<file path="src/rtl/tdm_demux4_pkg.sv">
// -----------------------------------------------------------------------------
// tdm_demux4_pkg
//   Constants and types shared by the TDM demux receive path. The TX-side
//   mux sequencer imports the same package, so both ends agree on frame
//   geometry and state encoding.
// -----------------------------------------------------------------------------
package tdm_demux4_pkg;

   localparam int TDM_NUM_SLOTS = 4;
   localparam int TDM_SLOT_W    = 2;

   typedef enum logic {
      ST_HUNT   = 1'b0,
      ST_LOCKED = 1'b1
   } tdm_state_e;

endpackage : tdm_demux4_pkg

</file>
<file path="src/rtl/tdm_slot_counter.sv">
// -----------------------------------------------------------------------------
// tdm_slot_counter
//   2-bit slot counter for the TDM demux. Priority: clear > load-to-1 > advance.
//   Wraps naturally from 3 to 0.
// Ports
//   clk, rst   : rising-edge clock, synchronous active-high reset
//   clr        : force slot to 0
//   load_one   : force slot to 1 (a start-of-frame beat was just taken as slot 0)
//   advance    : step to the next slot
//   slot       : current slot (registered)
//   last       : slot is the final slot of the frame
// -----------------------------------------------------------------------------
module tdm_slot_counter
   import tdm_demux4_pkg::*;
(
   input  logic                  clk,
   input  logic                  rst,
   input  logic                  clr,
   input  logic                  load_one,
   input  logic                  advance,
   output logic [TDM_SLOT_W-1:0] slot,
   output logic                  last
);

   logic [TDM_SLOT_W-1:0] slot_q;
   logic [TDM_SLOT_W-1:0] slot_d;

   always_comb begin
      slot_d = slot_q;
      if (clr)
         slot_d = '0;
      else if (load_one)
         slot_d = TDM_SLOT_W'(1);
      else if (advance)
         slot_d = slot_q + TDM_SLOT_W'(1);
   end

   // NOTE: sequential state uses non-blocking assignments so every flop samples
   // pre-edge values regardless of block ordering in simulation.
   always_ff @(posedge clk) begin
      if (rst)
         slot_q <= '0;
      else
         slot_q <= slot_d;
   end

   assign slot = slot_q;
   assign last = (slot_q == TDM_SLOT_W'(TDM_NUM_SLOTS - 1));

endmodule : tdm_slot_counter

</file>
<file path="src/rtl/tdm_demux4.sv">
// -----------------------------------------------------------------------------
// tdm_demux4
//   Receive side of a 4:1 TDM link. Steers each accepted beat into lane 0..3
//   by a local slot counter aligned to in_sof, and presents the rebuilt frame
//   as one parallel word.
// Parameters
//   WIDTH       : bits per lane; frame_data is 4*WIDTH
//   STRICT_SOF  : 1 = slot-0 beat without in_sof is a sync error (drop to HUNT)
// Ports
//   clk, rst    : rising-edge clock, synchronous active-high reset
//   in_valid    : beat present (no backpressure)
//   in_sof      : beat is slot 0; qualified by in_valid
//   in_data     : beat payload
//   frame_data  : lane k at [k*WIDTH +: WIDTH]; held until the next frame
//   frame_valid : one-cycle pulse, frame_data just updated
//   lane_strobe : one-hot pulse, lane written by the last accepted beat
//   slot        : slot the next beat will land in
//   locked      : 1 in LOCKED, 0 in HUNT
//   err_sync    : one-cycle pulse on a framing error
// -----------------------------------------------------------------------------
module tdm_demux4
   import tdm_demux4_pkg::*;
#(
   parameter int WIDTH      = 1,
   parameter int STRICT_SOF = 0
) (
   input  logic                       clk,
   input  logic                       rst,
   input  logic                       in_valid,
   input  logic                       in_sof,
   input  logic [WIDTH-1:0]           in_data,
   output logic [TDM_NUM_SLOTS*WIDTH-1:0] frame_data,
   output logic                       frame_valid,
   output logic [TDM_NUM_SLOTS-1:0]   lane_strobe,
   output logic [TDM_SLOT_W-1:0]      slot,
   output logic                       locked,
   output logic                       err_sync
);

   localparam logic [TDM_NUM_SLOTS-1:0] LANE0 = TDM_NUM_SLOTS'(1);

   tdm_state_e                       state_q, state_d;
   // Lanes 0..2 are parked here; lane 3 goes straight from in_data to frame_data.
   logic [WIDTH-1:0]                 shadow_q [TDM_NUM_SLOTS-1];
   logic [WIDTH-1:0]                 shadow_d [TDM_NUM_SLOTS-1];
   logic [TDM_NUM_SLOTS*WIDTH-1:0]   frame_data_q, frame_data_d;
   logic                             frame_valid_q, frame_valid_d;
   logic [TDM_NUM_SLOTS-1:0]         lane_strobe_q, lane_strobe_d;
   logic                             err_sync_q, err_sync_d;

   logic                             cnt_clr, cnt_load, cnt_adv;
   logic [TDM_SLOT_W-1:0]            cnt_slot;
   logic                             cnt_last;

   tdm_slot_counter u_slot_counter (
      .clk      (clk),
      .rst      (rst),
      .clr      (cnt_clr),
      .load_one (cnt_load),
      .advance  (cnt_adv),
      .slot     (cnt_slot),
      .last     (cnt_last)
   );

   // NOTE: every signal assigned here gets a default first, so no path through
   // the block leaves a value unassigned and no latch is inferred.
   always_comb begin
      state_d       = state_q;
      shadow_d      = shadow_q;
      frame_data_d  = frame_data_q;
      frame_valid_d = 1'b0;
      lane_strobe_d = '0;
      err_sync_d    = 1'b0;
      cnt_clr       = 1'b0;
      cnt_load      = 1'b0;
      cnt_adv       = 1'b0;

      if (in_valid) begin
         case (state_q)
            ST_HUNT: begin
               // Only a start-of-frame beat can establish alignment.
               if (in_sof) begin
                  shadow_d[0]   = in_data;
                  lane_strobe_d = LANE0;
                  cnt_load      = 1'b1;
                  state_d       = ST_LOCKED;
               end
            end
            ST_LOCKED: begin
               if (in_sof && cnt_slot != '0) begin
                  // Early SOF: drop the partial frame and realign on this beat.
                  err_sync_d    = 1'b1;
                  shadow_d[0]   = in_data;
                  lane_strobe_d = LANE0;
                  cnt_load      = 1'b1;
               end else if (!in_sof && cnt_slot == '0 && STRICT_SOF != 0) begin
                  err_sync_d = 1'b1;
                  cnt_clr    = 1'b1;
                  state_d    = ST_HUNT;
               end else begin
                  lane_strobe_d[cnt_slot] = 1'b1;
                  cnt_adv                 = 1'b1;
                  if (cnt_last) begin
                     frame_data_d  = {in_data, shadow_q[2], shadow_q[1], shadow_q[0]};
                     frame_valid_d = 1'b1;
                  end else begin
                     shadow_d[cnt_slot] = in_data;
                  end
               end
            end
            default: state_d = ST_HUNT;
         endcase
      end
   end

   always_ff @(posedge clk) begin
      if (rst) begin
         state_q       <= ST_HUNT;
         // NOTE: the shadow array is cleared on reset because it is only three
         // lanes of flops, not a RAM; the reset values are observable state.
         shadow_q      <= '{default: '0};
         frame_data_q  <= '0;
         frame_valid_q <= 1'b0;
         lane_strobe_q <= '0;
         err_sync_q    <= 1'b0;
      end else begin
         state_q       <= state_d;
         shadow_q      <= shadow_d;
         frame_data_q  <= frame_data_d;
         frame_valid_q <= frame_valid_d;
         lane_strobe_q <= lane_strobe_d;
         err_sync_q    <= err_sync_d;
      end
   end

   assign frame_data  = frame_data_q;
   assign frame_valid = frame_valid_q;
   assign lane_strobe = lane_strobe_q;
   assign slot        = cnt_slot;
   assign locked      = (state_q == ST_LOCKED);
   assign err_sync    = err_sync_q;

endmodule : tdm_demux4

</file>
<file path="config.mk">
export PLATFORM = sky130hd
export DESIGN_NAME = tdm_demux4
export DESIGN_NICKNAME = d
export VERILOG_FILES = /design/src/rtl/tdm_demux4_pkg.sv /design/src/rtl/tdm_slot_counter.sv /design/src/rtl/tdm_demux4.sv
export SDC_FILE = /design/constraint.sdc
export NUM_CORES = 1
export LEC_CHECK = 0
export ABC_CLOCK_PERIOD_IN_PS = 1750
export CAP_MARGIN = 20
export CORE_AREA = 2 2 48 50
export DETAILED_ROUTE_END_ITERATION = 7
export DIE_AREA = 0 0 50 52
export HOLD_SLACK_MARGIN = 0.12
export MAX_ROUTING_LAYER = met4
export PLACE_DENSITY = 0.65
export SYNTH_ARGS = -nofsm -noshare
export SYNTH_HDL_FRONTEND = slang
export SYNTH_SLANG_ARGS = --single-unit
</file>
<file path="constraint.sdc">
create_clock -name clk -period 1.75 [get_ports clk]
set_clock_uncertainty 0.15 [all_clocks]
set_input_delay 0.175 -clock clk [delete_from_list [all_inputs] [get_ports clk]]
set_output_delay 0.175 -clock clk [all_outputs]
set_load 0.005 [all_outputs]
</file>
==> run_results.csv, run 1 <==
group,metric,value,unit
status,status,"finished clean",
clock_network,clk_pin_slew,0.09,ns
drt,wl_per_cell,10.9,um
finish,num-fill-cells,197,
yosys,yosys.area_share.adder,7.35,%
power,p_leak,0.359,nW
drt,first_iter_violations,7,
global_routing,grt_max_degree,11,
critical_path,crit_arrival,1.35,ns
drt,drc,0,
floorplan,ioPinCount,18,
drt,vias,538,
clock_network,cts_setup_buffers,0,
power,p_comb_share,14.5,%
critical_path,reg2reg_depth,5,
power,p_switching,162,uW
sta,finalSetupViolCount,0,
global_routing,antenna_found_initial,0,
yosys,synth.distinct_cells,25,
power,seqPwrFrac,55.0,%
critical_path,endpoint_kind,"primary output",
sta,slew-limit-headroom,76.5,%
yosys,synthSimpleGateAreaFrac,25.0,%
drt,dr.pass1.iters,3,
critical_path,cp-start-kind,"flip-flop",
critical_path,critPathKind,"flip-flop to primary output",
critical_path,path_cells,"clkdlybuf4s50_1",
yosys,yosys_register_bits,15,
placement,port_buffers,17,
critical_path,critPathSlowestCell,"clkdlybuf4s50_1",
yosys,syn-cell-area,681,sq um
drt,vias_per_cell,4.52,
clock_network,clock_latency,0.28,ns
clock_network,clkSinkCount,15,
global_routing,grt_first_pass_wirelength,2320,um
power,p_clk_share,30.6,%
floorplan,dieArea,0.00260,sq mm
min_path,holdPathStages,2,
yosys,syn_inst,67,
sta,fmax,596,MHz
floorplan,start_util,32.3,%
sta,worst_pin_slew,0.347,ns
power,power.internal,485,uW
sta,setup_tns,0,ns
run,maxCapViolCount,0,
power,netSwitchingFraction,25.0,%
critical_path,path_buf_inv,1,
clock_network,cts_max_path_buffers,2,
critical_path,cp.required,1.42,ns
sta,timing.final.max_slew_violations,0,
yosys,postSynthAreaPerCell,10.2,sq um
floorplan,core-area,0.00211,sq mm
sta,final_min_period_over_clock_period,95.8,%
finish,area_delta_synth_final,38.8,%
clock_network,cts_buffers,3,
placement,gp_congestion,0.908,
power,ir_drop,0.000277,V
placement,dp_hpwl,931,um
sta,layout_min_cycle_time,1.68,ns
yosys,synth_top_family_by_area,"simple AND/OR/NAND/NOR gates",
critical_path,crit_path_max_fanout,10,
yosys,synth_xor_xnor_area_share,0,%
clock_network,cts_tree,"built",
placement,place_area,915,sq um
sta,setup_ws,0.0728,ns
finish,finalNetCount,101,
global_routing,grt_pass1_vias,542,
yosys,muxShareOfSynthArea,10.3,%
global_routing,track_usage,12.1,%
critical_path,critical_path_depth,1,
yosys,syn-num-nets,76,
drt,final_antenna_net_count,0,
placement,dp_worst_setup_slack,0.0953,ns
floorplan,fp.dieH,52,um
clock_network,cts_hold_buf,0,
yosys,synth_compound_area_share,8.64,%
floorplan,rows,17,
clock_network,ctsResizeCount,0,
min_path,min-delay-path-class,"flip-flop to flip-flop",
finish,utilization,44.9,%
critical_path,crit_family,"buffers and inverters",
clock_network,cts_max_level,1,
sta,hold_viol,0,
drt,wl,1300,um
power,power_density,685,mW/mm^2
finish,fin_area,945,sq um
finish,drive_above_1_share,16.5,%
clock_network,cts-root-buf,"clkbuf_4",
global_routing,grt-ovfl-total,0,
finish,antennaDiodeCount,0,
power,total_power,647,uW
floorplan,die_w,50,um
yosys,ys.warnings.count,0,
yosys,synth-seq-area-share,44.1,%
critical_path,max_stage_delay,0.56,ns
-- routing by layer --
| layer | vias to the layer above | part of all wire [%] | track usage, % |
|---|---|---|---|
| li1 | 282 | - | - |
| met1 | 243 | 47 | 14.3 |
| met2 | 11 | 49 | 19.1 |
| met3 | 2 | 2.5 | 1.72 |
| met4 | 0 | 1.3 | 8.33 |
| met5 | - | 0 | - |
-- state kept, by name (all words and copies together), names as in the netlist --
| signal | flops |
|---|---|
| err_sync | 1 |
| frame_data | 4 |
| frame_valid | 1 |
| lane_strobe | 3 |
| locked | 1 |
| shadow_q | 3 |
| u_slot_counter.slot | 2 |
-- power groups by stage --
stage | registers [mW] | clock network, mW | logic, mW
2_1_floorplan | 0.362 | 0 | 0.0493
3_5_place_dp | 0.364 | 0 | 0.0909
4_1_cts | 0.356 | 0.207 | 0.0916
3_3_place_gp | 0.363 | 0 | 0.0913
6_report | 0.356 | 0.198 | 0.0937
5_1_grt | 0.357 | 0.222 | 0.104
-- per-stage QoR --
stage / cells / hold slack [ns]
finish: 119 / 0.325
floorplan: 67 / 0.137
global route: 119 / 0.366
detailed placement: 115 / 0.316
CTS: 119 / 0.330
global placement: 115 / 0.311
-- area by class of cell --
class | count | area [sq um] | area share (%)
Multi-Input combinational cell | 45 | 352 | 37.2
Sequential cell | 15 | 300 | 31.8
Timing Repair Buffer | 23 | 215 | 22.8
Tap cell | 28 | 35.0 | 3.71
Clock buffer | 3 | 22.5 | 2.38
Inverter | 4 | 15.0 | 1.59
Clock inverter | 1 | 5.00 | 0.530
-- cells in the mapped netlist (all sizes together) --
| master | number | area, sq um |
|---|---|---|
| ha | 4 | 50.1 |
| buf | 2 | 12.5 |
| o211ai | 1 | 7.51 |
| nor3 | 3 | 15.0 |
| nand3 | 1 | 5.00 |
| a221oi | 1 | 8.76 |
| nor4b | 2 | 17.5 |
| dfxtp | 15 | 300 |
| clkbuf | 1 | 3.75 |
| nand2 | 2 | 10.0 |
| nand2b | 9 | 56.3 |
| a21oi | 3 | 15.0 |
| nor3b | 3 | 22.5 |
| a22o | 1 | 8.76 |
| inv | 4 | 15.0 |
| a21o | 1 | 7.51 |
| nor2b | 1 | 13.8 |
| a31oi | 1 | 6.26 |
| mux2i | 7 | 70.1 |
| and4b | 1 | 11.3 |
| nor2 | 2 | 7.51 |
| o21ai | 1 | 5.00 |
| or3 | 1 | 11.3 |
-- cells by family after synthesis --
group                    after synthesis
multiplexers                           7
buffers and inverters                  7
flip-flops                            15
AO/OA/AOI/OAI                          9
adder cells (fa/ha/maj)                4
AND/OR/NAND/NOR                       25
-- path summary, 6_finish.rpt --
check	endpoint	start	slack (ns)
setup / recovery	locked	locked	0.07
hold / removal	frame_data[2]	frame_data[2]	0.32
hold reg to reg	frame_data[2]	frame_data[2]	0.32
setup reg to reg	shadow_q[1]	u_slot_counter.slot[1]	0.13
-- worst reg2reg max path: stages (launching register included) --
cell and delay (ns):
dfxtp_1 0.36, inv_1 0.12, ha_2 0.27, nor2b_4 0.07, nor4b_1 0.36, mux2i_1 0.23
-- cells in the final DEF (no fill, tap or decap), types with 2 or more instances in the layout --
cell type,instances
inv_1,4
clkdlybuf4s50_1,17
nor4b_1,2
nor2_1,2
mux2i_1,7
dfxtp_1,15
a21oi_1,3
buf_4,6
ha_1,3
clkbuf_4,3
nor3b_1,3
nand2b_1,9
nor3_1,3
Power figures use the tool's default switching activity.
==> run 2, diff against run 1 <==
--- a/config.mk
+++ b/config.mk
@@ -5,14 +5,13 @@
 export SDC_FILE = /design/constraint.sdc
 export NUM_CORES = 1
 export LEC_CHECK = 0
-export ABC_CLOCK_PERIOD_IN_PS = 1750
+export ABC_CLOCK_PERIOD_IN_PS = 1400
 export CAP_MARGIN = 20
 export CORE_AREA = 2 2 48 50
 export DETAILED_ROUTE_END_ITERATION = 7
 export DIE_AREA = 0 0 50 52
 export HOLD_SLACK_MARGIN = 0.12
-export MAX_ROUTING_LAYER = met4
-export PLACE_DENSITY = 0.65
+export PLACE_DENSITY = 0.67
 export SYNTH_ARGS = -nofsm -noshare
 export SYNTH_HDL_FRONTEND = slang
 export SYNTH_SLANG_ARGS = --single-unit
==> constraint.sdc (replaced) <==
create_clock -name clk -period 1.4 [get_ports clk]
set_clock_uncertainty 0.15 [all_clocks]
set_input_delay 0.14 -clock clk [delete_from_list [all_inputs] [get_ports clk]]
set_output_delay 0.14 -clock clk [all_outputs]
set_load 0.005 [all_outputs]
==> run_results.csv, run 2 (synthesis results as in run 1) <==
group,metric,value,unit
global_routing,grt-ovfl-total,0,
sta,timing.final.max_slew_violations,0,
clock_network,cts_tree,"built",
drt,first_iter_violations,7,
global_routing,grt_pass1_vias,617,
floorplan,fp.dieH,52,um
sta,slew-limit-headroom,79.8,%
floorplan,core-area,0.00211,sq mm
clock_network,clk_pin_slew,0.09,ns
placement,dp_hpwl,1120,um
power,power_density,756,mW/mm^2
floorplan,rows,17,
floorplan,die_w,50,um
critical_path,endpoint_kind,"flip-flop",
critical_path,crit_arrival,1.54,ns
sta,layout_min_cycle_time,1.49,ns
clock_network,cts_buffers,3,
finish,drive_above_1_share,47.5,%
critical_path,critPathKind,"flip-flop to flip-flop",
min_path,hp-start,"frame_data[2]",
critical_path,cp.required,1.45,ns
floorplan,start_util,32.3,%
critical_path,crit_path_max_fanout,5,
sta,rsz0062_at_grt,"yes",
drt,vias_per_cell,4.72,
global_routing,antenna_found_initial,0,
power,total_power,869,uW
clock_network,clock_latency,0.28,ns
critical_path,max_stage_delay,0.37,ns
floorplan,dieArea,0.00260,sq mm
drt,dr.pass1.iters,3,
drt,vias,609,
critical_path,cp-start-kind,"flip-flop",
sta,finalSetupViolCount,6,
power,p_leak,0.543,nW
finish,utilization,54.6,%
placement,dp_worst_setup_slack,-0.221,ns
min_path,min-delay-path-class,"flip-flop to flip-flop",
critical_path,path_cells,"inv_4, ha_4, buf_4, nand2_4, a22o_1, a221oi_2",
finish,fin_area,0.00115,sq mm
finish,final_common_cell,"buf_4",
sta,setup_ws,-0.0889,ns
power,ir_drop,0.000397,V
finish,largest_register_ffs,4,
critical_path,r2r_end,"u_slot_counter.slot[1]",
clock_network,clkSinkCount,15,
placement,port_buffers,17,
status,violations,"negative setup slack",
sta,fmax,672,MHz
status,status,"complete, but fails checks",
sta,worst_pin_slew,0.302,ns
clock_network,cts_max_level,1,
finish,area_delta_synth_final,68.9,%
critical_path,r2r_start,"u_slot_counter.slot[1]",
drt,drc,0,
drt,wl_per_cell,13.2,um
drt,final_antenna_net_count,0,
clock_network,cts_max_path_buffers,2,
critical_path,critPathSlowestCell,"dfxtp_4",
run,maxCapViolCount,0,
min_path,holdPathStages,2,
placement,place_area,977,sq um
min_path,hold_end,"frame_data[2]",
global_routing,grt_max_degree,10,
floorplan,ioPinCount,18,
finish,antennaDiodeCount,0,
global_routing,track_usage,14.3,%
critical_path,ff2ff_setup_slack,-0.09,ns
finish,finalNetCount,111,
finish,final_cell_mix,"15 x buf_4, 9 x dlygate4sd2_1, 8 x nand2b_1",
sta,final_min_period_over_clock_period,106,%
critical_path,reg2reg_depth,6,
placement,gp_congestion,0.846,
clock_network,cts-root-buf,"clkbuf_4",
drt,wl,1700,um
sta,hold_viol,0,
global_routing,grt_first_pass_wirelength,2700,um
## run 2: cell type report
| cell class | count | area [sq um] |
|---|---|---|
| fill | 189 | 956 |
| tap | 28 | 35.0 |
| timing repair buffer | 33 | 293 |
| inverter | 4 | 20.0 |
| clock inverter | 1 | 5.00 |
| multi-input combinational | 45 | 455 |
| clock buffer | 3 | 22.5 |
| sequential | 15 | 319 |
## run 2: worst max path at each step
stage / start / endpoint / slack, ns / depth (start not counted)
after floorplan: u_slot_counter.slot[0] / frame_data[3] / 0.02 / 4
after global placement: in_valid / shadow_q[1] / -0.19 / 4
after detailed placement: in_valid / shadow_q[0] / -0.22 / 4
after CTS: u_slot_counter.slot[1] / frame_data[0] / -0.07 / 5
after global routing: u_slot_counter.slot[1] / frame_data[0] / -0.13 / 5
final: u_slot_counter.slot[1] / u_slot_counter.slot[1] / -0.09 / 6
## run 2: what timing repair did
item                                   in CTS  in global routing
endpoints found under the hold margin       0                  0
pin swaps                                   1                  3
buffers inserted                            3                  2
setup endpoints to repair                  20                 15
cloned                                      0                  0
hold buffers                                0                  0
gates resized for setup                    28                 13
## run 2: critical path: cells and delay by family (launching register included)
kind	cells	cell delay (ns)
adder cells (fa/ha/maj)	1	0.18
AO/OA/AOI/OAI	2	0.42
buffers and inverters	2	0.22
flip-flops	1	0.37
AND/OR/NAND/NOR	1	0.06
## run 2: metal layers
layer  global-route usage [%]  wire (um)  part of all wire, %
met5                        0          0                    0
met2                     25.0        888                   52
met3                     2.01         64                  3.8
met4                     11.1         53                  3.1
met1                     15.5        691                   41
## run 2: per-stage QoR
step | cells | hold slack (ns) | setup TNS (ns)
2_1_floorplan | 67 | 0.0941 | 0
3_3_place_gp | 121 | 0.310 | -1.54
3_5_place_dp | 121 | 0.317 | -1.82
4_1_cts | 128 | 0.326 | -0.207
5_1_grt | 129 | 0.364 | -0.724
6_report | 129 | 0.320 | -0.364
## run 2: power breakdown
part | internal, mW | switching, mW | total [mW]
Sequential | 0.435 | 0.0133 | 0.448
Clock | 0.106 | 0.138 | 0.244
Combinational | 0.0967 | 0.0797 | 0.176
Total | 0.638 | 0.231 | 0.869
==> run 3, diff against run 2 <==
--- a/config.mk
+++ b/config.mk
@@ -5,13 +5,13 @@
 export SDC_FILE = /design/constraint.sdc
 export NUM_CORES = 1
 export LEC_CHECK = 0
-export ABC_CLOCK_PERIOD_IN_PS = 1400
+export ABC_CLOCK_PERIOD_IN_PS = 1450
 export CAP_MARGIN = 20
 export CORE_AREA = 2 2 48 50
 export DETAILED_ROUTE_END_ITERATION = 7
 export DIE_AREA = 0 0 50 52
 export HOLD_SLACK_MARGIN = 0.12
-export PLACE_DENSITY = 0.67
+export PLACE_DENSITY = 0.6
 export SYNTH_ARGS = -nofsm -noshare
 export SYNTH_HDL_FRONTEND = slang
 export SYNTH_SLANG_ARGS = --single-unit
==> constraint.sdc (replaced) <==
create_clock -name clk -period 1.45 [get_ports clk]
set_clock_uncertainty 0.15 [all_clocks]
set_input_delay 0.145 -clock clk [delete_from_list [all_inputs] [get_ports clk]]
set_output_delay 0.145 -clock clk [all_outputs]
set_load 0.005 [all_outputs]
==> run_results.csv, run 3 (synthesis results as in run 1) <==
group,metric,value,unit
sta,setup_ws,0.00652,ns
run,maxCapViolCount,0,
drt,wl_per_cell,11.6,um
finish,layout.cells.non_filler,126,
critical_path,critPathKind,"flip-flop to flip-flop",
placement,port_buffers,17,
global_routing,grt_first_pass_wirelength,2460,um
placement,gp_congestion,0.760,
global_routing,track_usage,12.7,%
critical_path,crit_path_max_fanout,5,
finish,fin_area,0.00110,sq mm
sta,whs,0.324,ns
finish,final_common_cell,"buf_4",
finish,utilization,52.3,%
sta,timing.final.max_slew_violations,0,
global_routing,grt_max_degree,10,
finish,largest_register_ffs,4,
finish,num-fill-cells,191,
placement,place_area,972,sq um
clock_network,clkSinkCount,15,
finish,multi_input_area,423,sq um
finish,regArea,318,sq um
global_routing,grt-ovfl-total,0,
power,ir_drop,0.000485,V
finish,antennaDiodeCount,0,
critical_path,crit_arrival,1.47,ns
min_path,min-delay-path-class,"flip-flop to flip-flop",
clock_network,clk_pin_slew,0.09,ns
drt,dr.pass1.iters,1,
power,p_leak,0.525,nW
drt,wl,1460,um
critical_path,endpoint_kind,"flip-flop",
sta,fmax,693,MHz
sta,finalSetupViolCount,0,
floorplan,fp.dieH,52,um
clock_network,cts-root-buf,"clkbuf_4",
critical_path,cp-start-kind,"flip-flop",
status,status,"finished clean",
finish,finalNetCount,108,
finish,area_delta_synth_final,61.9,%
clock_network,clock_latency,0.28,ns
placement,dp_worst_setup_slack,-0.114,ns
sta,slew-limit-headroom,84.3,%
sta,final_min_period_over_clock_period,99.6,%
floorplan,die_w,50,um
placement,dp_hpwl,1000,um
floorplan,dieArea,0.00260,sq mm
floorplan,core-area,0.00211,sq mm
finish,final_cell_mix,"13 x buf_4, 9 x nand2b_1, 8 x clkdlybuf4s50_1",
clock_network,cts_buffers,3,
critical_path,cp.required,1.48,ns
floorplan,start_util,32.3,%
clock_network,cts_max_level,1,
drt,final_antenna_net_count,0,
sta,hold_viol,0,
sta,rsz0062_at_grt,"yes",
clock_network,cts_max_path_buffers,2,
sta,setup_tns,0,ns
critical_path,ff2ff_setup_slack,0.007,ns
floorplan,rows,17,
drt,drc,0,
floorplan,ioPinCount,18,
global_routing,antenna_found_initial,0,
power,power_density,743,mW/mm^2
sta,worst_pin_slew,0.235,ns
clock_network,cts_tree,"built",
finish,drive_above_1_share,40.8,%
drt,vias,574,
drt,vias_per_cell,4.56,
power,total_power,819,uW
sta,layout_min_cycle_time,1.44,ns
placement,dp_cells,121,
global_routing,grt_pass1_vias,570,
drt,first_iter_violations,0,
## run 3: metal layers
metal | track usage, % | part of all wire, %
met4 | 8.33 | 1.5
met2 | 19.3 | 47
met1 | 16.2 | 48
met3 | 2.59 | 3.3
met5 | 0 | 0
## run 3: area by class of cell
class	instances	share of cell area (%)
multi-input combinational	45	38.4
sequential	15	28.8
timing repair buffer	30	25.3
tap	28	3.18
clock buffer	3	2.04
inverter	4	1.82
clock inverter	1	0.454
## run 3: where the power goes
group          switching, mW  total (mW)  internal, mW
Combinational         0.0630       0.143        0.0800
Sequential            0.0123       0.432         0.420
Clock                  0.141       0.244         0.102
Total                  0.217       0.819         0.602
## run 3: path summary, 6_finish.rpt
kind / end / startpoint / depth (start not counted)
worst min register to register: frame_data[1] / frame_data[1] / 2
worst max-delay path: frame_data[3] / u_slot_counter.slot[1] / 5
worst max register to register: frame_data[3] / u_slot_counter.slot[1] / 5
worst min-delay path: frame_data[1] / frame_data[1] / 2
## run 3: repair_timing
action	4_1_cts	5_1_grt
setup buffers	0	1
setup endpoints to repair	14	17
pin swaps	0	1
hold buffers	0	0
gates resized for setup	17	17
## run 3: critical path: stages (launching register included)
cell	delay, ns
dfxtp_4	0.38
inv_4	0.07
ha_4	0.17
nor2b_4	0.06
or3_4	0.38
mux2i_1	0.13
